==> src/rtl/butterfly_pkg.sv <==
// rtl/butterfly_pkg.sv - shared constants and helpers for the butterfly serialisers
package butterfly_pkg;

  localparam logic MODE_SERIAL = 1'b0;
  localparam logic MODE_BYPASS = 1'b1;

  function automatic int num_beats(input int num_lane, input int out_lanes);
    return num_lane / out_lanes;
  endfunction

  // Only the low `width` bits of value are counted.
  function automatic int popcount(input logic [63:0] value, input int width);
    int n = 0;
    for (int i = 0; i < 64; i++) begin
      if (i < width && value[i]) n++;
    end
    return n;
  endfunction

endpackage

==> src/rtl/butterfly_lane_group_sel.sv <==
// rtl/butterfly_lane_group_sel.sv - selects lane group grp of a word as one beat
module butterfly_lane_group_sel import butterfly_pkg::*; #(
  parameter int DATA_WIDTH = 16,
  parameter int NUM_LANE   = 8,
  parameter int OUT_LANES  = 1,
  localparam int NUM_BEATS = num_beats(NUM_LANE, OUT_LANES),
  localparam int SEL_W     = (NUM_BEATS > 1) ? $clog2(NUM_BEATS) : 1,
  localparam int BEAT_W    = OUT_LANES * DATA_WIDTH
) (
  input  logic [NUM_LANE*DATA_WIDTH-1:0] word,
  input  logic [SEL_W-1:0]               grp,
  output logic [BEAT_W-1:0]              beat
);

  always_comb begin
    beat = '0;
    for (int g = 0; g < NUM_BEATS; g++) begin
      if (grp == SEL_W'(g)) beat = word[g*BEAT_W +: BEAT_W];
    end
  end

endmodule

==> src/rtl/butterfly_p2s_flex.sv <==
// rtl/butterfly_p2s_flex.sv - parallel-to-serial converter with bypass port and rotated emission
module butterfly_p2s_flex import butterfly_pkg::*; #(
  parameter int DATA_WIDTH = 16,
  parameter int NUM_LANE   = 8,
  parameter int OUT_LANES  = 1,
  parameter int CNT_WIDTH  = 8
) (
  input  logic                           clk,
  input  logic                           rst_n,
  input  logic [NUM_LANE*DATA_WIDTH-1:0] up_dat,
  input  logic                           up_vld,
  input  logic                           up_mode,
  output logic                           up_rdy,
  input  logic                           rot_en,
  input  logic                           cnt_clr,
  output logic [NUM_LANE*DATA_WIDTH-1:0] dn_parallel_dat,
  output logic                           dn_parallel_vld,
  input  logic                           dn_parallel_rdy,
  output logic [OUT_LANES*DATA_WIDTH-1:0] dn_serial_dat,
  output logic                           dn_serial_vld,
  input  logic                           dn_serial_rdy,
  output logic                           dn_serial_last,
  output logic                           busy
);

  localparam int NUM_BEATS = num_beats(NUM_LANE, OUT_LANES);
  localparam int SEL_W     = (NUM_BEATS > 1) ? $clog2(NUM_BEATS) : 1;
  localparam int WORD_W    = NUM_LANE * DATA_WIDTH;
  localparam logic [SEL_W-1:0] LAST_BEAT = SEL_W'(NUM_BEATS - 1);

  typedef enum logic {IDLE, SER} state_t;

  state_t               state;
  logic [SEL_W-1:0]     beat;
  logic [SEL_W-1:0]     offset;
  logic [SEL_W-1:0]     next_offset;
  logic [SEL_W-1:0]     grp;
  logic [WORD_W-1:0]    word_q;
  logic [WORD_W-1:0]    par_dat;
  logic                 par_vld;
  logic [CNT_WIDTH-1:0] word_cnt;
  logic [CNT_WIDTH-1:0] cnt_eff;
  logic                 ser_vld;
  logic                 ser_xfer;
  logic                 last_xfer;
  logic                 rdy_ser;
  logic                 rdy_byp;
  logic                 ser_acc;
  logic                 byp_acc;

  assign ser_vld   = (state == SER);
  assign ser_xfer  = ser_vld & dn_serial_rdy;
  assign last_xfer = ser_xfer & (beat == LAST_BEAT);

  // A serial word may not overtake a pending bypass word, nor a bypass word an in-flight serial one.
  assign rdy_ser = (!ser_vld | last_xfer) & !par_vld;
  assign rdy_byp = !ser_vld & (!par_vld | dn_parallel_rdy);
  assign up_rdy  = rst_n & ((up_mode == MODE_BYPASS) ? rdy_byp : rdy_ser);
  assign ser_acc = up_vld & up_rdy & (up_mode == MODE_SERIAL);
  assign byp_acc = up_vld & up_rdy & (up_mode == MODE_BYPASS);

  assign cnt_eff     = cnt_clr ? '0 : word_cnt;
  // Truncation to SEL_W bits is the mod NUM_BEATS, since NUM_BEATS is a power of two.
  assign next_offset = (rot_en && NUM_BEATS > 1) ?
                       SEL_W'(popcount(64'(cnt_eff), CNT_WIDTH)) : '0;
  assign grp         = (NUM_BEATS > 1) ? beat + offset : '0;

  always_ff @(posedge clk) begin
    if (!rst_n) begin
      state    <= IDLE;
      beat     <= '0;
      offset   <= '0;
      word_q   <= '0;
      word_cnt <= '0;
      par_dat  <= '0;
      par_vld  <= 1'b0;
    end else begin
      if (ser_acc) begin
        state    <= SER;
        beat     <= '0;
        offset   <= next_offset;
        word_q   <= up_dat;
        word_cnt <= cnt_eff + CNT_WIDTH'(1);
      end else begin
        word_cnt <= cnt_eff;
        if (last_xfer) begin
          state <= IDLE;
          beat  <= '0;
        end else if (ser_xfer) begin
          beat <= beat + SEL_W'(1);
        end
      end
      if (byp_acc) begin
        par_dat <= up_dat;
        par_vld <= 1'b1;
      end else if (par_vld && dn_parallel_rdy) begin
        par_vld <= 1'b0;
      end
    end
  end

  butterfly_lane_group_sel #(
    .DATA_WIDTH (DATA_WIDTH),
    .NUM_LANE   (NUM_LANE),
    .OUT_LANES  (OUT_LANES)
  ) u_sel (
    .word (word_q),
    .grp  (grp),
    .beat (dn_serial_dat)
  );

  assign dn_serial_vld   = ser_vld;
  assign dn_serial_last  = ser_vld & (beat == LAST_BEAT);
  assign dn_parallel_dat = par_dat;
  assign dn_parallel_vld = par_vld;
  assign busy            = ser_vld | par_vld;

endmodule

==> config.mk <==
export PLATFORM = sky130hd
export DESIGN_NAME = butterfly_p2s_flex
export DESIGN_NICKNAME = d
export VERILOG_FILES = /design/src/rtl/butterfly_pkg.sv /design/src/rtl/butterfly_lane_group_sel.sv /design/src/rtl/butterfly_p2s_flex.sv
export SDC_FILE = /design/constraint.sdc
export NUM_CORES = 1
export LEC_CHECK = 0
export BUFFER_PORTS_ARGS = -buffer_cell sky130_fd_sc_hd__buf_2
export CAP_MARGIN = 25
export CORE_ASPECT_RATIO = 0.5
export CORE_MARGIN = 3
export CORE_UTILIZATION = 50
export DETAILED_ROUTE_END_ITERATION = 8
export PLACE_DENSITY = 0.8
export SYNTH_ARGS = -nofsm -noshare
export SYNTH_HDL_FRONTEND = slang
export SYNTH_HIERARCHICAL = 1
export SYNTH_SLANG_ARGS = --single-unit
==> constraint.sdc <==
create_clock -name clk -period 5 [get_ports clk]
set_input_delay 1 -clock clk [delete_from_list [all_inputs] [get_ports clk]]
set_output_delay 1 -clock clk [all_outputs]
set_load 0.02 [all_outputs]
==> flow_summary.yaml <==
run_status:
  status: "completed"
clock_network:
  cts_setup_buffers: 0
  cts_sinks: 272
  clock_path_buffers: 3
  clock_latency_ps: 530
  clkTransAtPathRegs_ps: 70
  numCtsBuffers: 24
  cts.repair.resized: 0
  htreeDepth: 1
  root_buffer: "clkbuf_16"
  cts_tree: "done"
  hold_buffers: 0
global_route:
  overflow: 0
  use_met3_pct: 5.59
  antenna_found_initial: 1
  met1_usage_pct: 36.7
  grt_pass1_wl_mm: 51.4
  grt_max_degree: 138
  met2_usage_pct: 37.9
  grt_usage_pct: 24.9
  grt_pass1_vias: 9163
  gr-max-usage-layer: "met2"
synthesis:
  syn_nets: 1591
  postSynthCellCount: 1446
  syn_avg_cell_area_um2: 8.24
  ys_ff_latch: 272
  synth.yosys.seq_area_share_pct: 45.7
  synth_area_um2: 11900
  async_flop_share_pct: 0
  synth_flop_cell: "dfxtp_1"
  synthDistinctLibCells: 51
  synth_edf_count: 0
  ys.warnings.count: 6
setup_path:
  critPathArrivalTime_ps: 3760
  crit_path_end_kind: "output port"
  crit_required_ps: 4000
  startpoint_type: "flop"
  critPathKind: "reg2out"
  cp_max_fo: 18
  cp-startpoint: "beat[0]"
  r2r_start: "word_cnt[1]"
detailed_routing:
  vias: 10400
  first_pass_iters: 5
  drtIter0Drc: 784
  ant_nets: 0
  remaining_drc_errors: 0
  via_per_inst: 5.28
  routed_wl_mm: 33.7
  wire_per_inst_um: 17.1
pwr:
  powerDensity_nw_per_um2: 326
  ir_drop_uv: 196
  p_leak_nw: 5.49
floorplanning:
  core_region_area_um2: 23100
  die_h_um: 115
  start_util_pct: 51.5
  die_area_um2: 25800
  num_io_pins: 285
  rows: 39
  die_w_um: 224
place:
  finalWeightedCongestion: 0.906
  dp_hpwl_mm: 24.0
  port_buffers: 284
sta:
  setup_tns_ps: 0
  skew_ps: 16.0
  fin_crit_sh_pct: 95.1
  rsz0062_at_grt: "no"
  setup-violations-final: 0
  timing.fmax_mhz: 210
  finalMaxSlewViolations: 0
  finalHoldViolations: 0
  relSlewSlack_pct: 33.9
  holdWs_ps: 459
  fin_crit_ps: 4760
  worstMarginPinSlew_ps: 991
flow_run:
  cap_violations: 0
final_layout:
  multi_input_area_um2: 5940
  fillers: 2106
  fin_nets: 1796
  seq_area_um2: 5450
  drive_gt1_share_pct: 21.4
  diodes: 0
  area_growth_pct: 18.4
hold_path:
  hold_class: "reg2reg"
  hold_start: "dn_parallel_dat[69]"
==> kinds of logic after synthesis <==
| logic type | count (synthesis) | synth area share, % |
|---|---|---|
| adder cells (fa/ha/maj) | 10 | 1.09 |
| AO/OA/AOI/OAI | 354 | 22.3 |
| AND/OR/NAND/NOR | 638 | 21.4 |
| XOR/XNOR | 19 | 1.97 |
| buffers and inverters | 120 | 4.79 |
| flip-flops | 272 | 45.7 |
| multiplexers | 33 | 2.78 |
==> sequential cells by signal, summed over array words and instances, names as in the netlist <==
register / cells
dn_parallel_dat: 128
word_cnt: 8
offset: 3
word_q: 128
beat: 3
dn_serial_vld: 1
dn_parallel_vld: 1
==> synth_stat cells (all sizes together), types with 7 or more instances <==
library cell	number	area share (%)
nand2	558	18
dfxtp	272	46
a21boi	257	16
buf	63	3.0
clkbuf	53	1.7
a21oi	32	1.3
mux2i	32	2.7
nor2	25	0.79
a22oi	15	0.94
or2	15	0.79
a221oi	14	1.6
o31a	14	1.0
nor2b	11	0.72
and2	10	0.52
xor2	9	0.66
ha	8	0.84
o21ai	8	0.34
xnor2	7	0.73
==> layer usage <==
layer  vias to the layer above  routed length, µm
li1                       5167                  -
met1                      4908              16100
met2                       310              14600
met3                        43               2470
met4                         2                514
met5                         -                 14
==> placed cells by master (no fill, tap or decap), types with 6 or more instances in the layout <==
cell	instances
ha_1	7
nand2_1	557
o21ai_0	8
nor2b_1	8
a22oi_1	15
o211ai_1	6
o31a_1	14
xor2_1	9
mux2i_1	32
buf_2	283
and2_1	9
dfxtp_1	272
clkbuf_16	25
a221oi_2	10
clkbuf_1	6
buf_4	8
a21oi_1	32
nor2_1	25
or2_0	10
a21boi_0	256
==> power breakdown <==
group / leakage, nW / internal [mW] / total, mW / switching (mW)
Clock: 0.385 / 1.07 / 1.89 / 0.819
Sequential: 2.21 / 2.24 / 2.28 / 0.0485
Combinational: 2.90 / 0.163 / 0.433 / 0.270
==> critical path, cell delays in order, from the launching register on <==
cell      delay [ps]
dfxtp_1          390
ha_2             190
inv_1             40
fa_1             370
xor2_1           180
xnor2_2          720
nor2b_4          580
a221oi_1         180
a21oi_1          260
o31a_1           150
buf_2            180
==> cell type report <==
cell class                 instances  area share, %
multi-input combinational       1054           42.1
sequential                       272           38.6
timing repair buffer             295           11.0
clock buffer                      34           4.88
tap                              307           2.72
clock inverter                     8          0.683
inverter                           4          0.106
==> final timing paths <==
kind,endpoint,slack [ps],cells after the start
setup / recovery,dn_serial_dat[1],240,10
hold / removal,dn_parallel_dat[69],460,2
setup reg to reg,offset[2],810,21
hold reg to reg,dn_parallel_dat[69],460,2
==> stage by stage <==
| step | setup WS, ps | cell area [µm²] | std cells | utilization (%) | total power [mW] |
|---|---|---|---|---|---|
| floorplan | 506 | 11900 | 1446 | - | 2.58 |
| global placement | 551 | 13300 | 1932 | 57.6 | 2.76 |
| detailed placement | 472 | 13300 | 1932 | 57.6 | 2.77 |
| CTS | 307 | 14100 | 1974 | 61.0 | 4.63 |
| global route | 38.7 | 14100 | 1974 | 61.0 | 4.78 |
| finish | 244 | 14100 | 1974 | 61.0 | 4.60 |
Note: power is estimated with default switching activity, not from simulation.
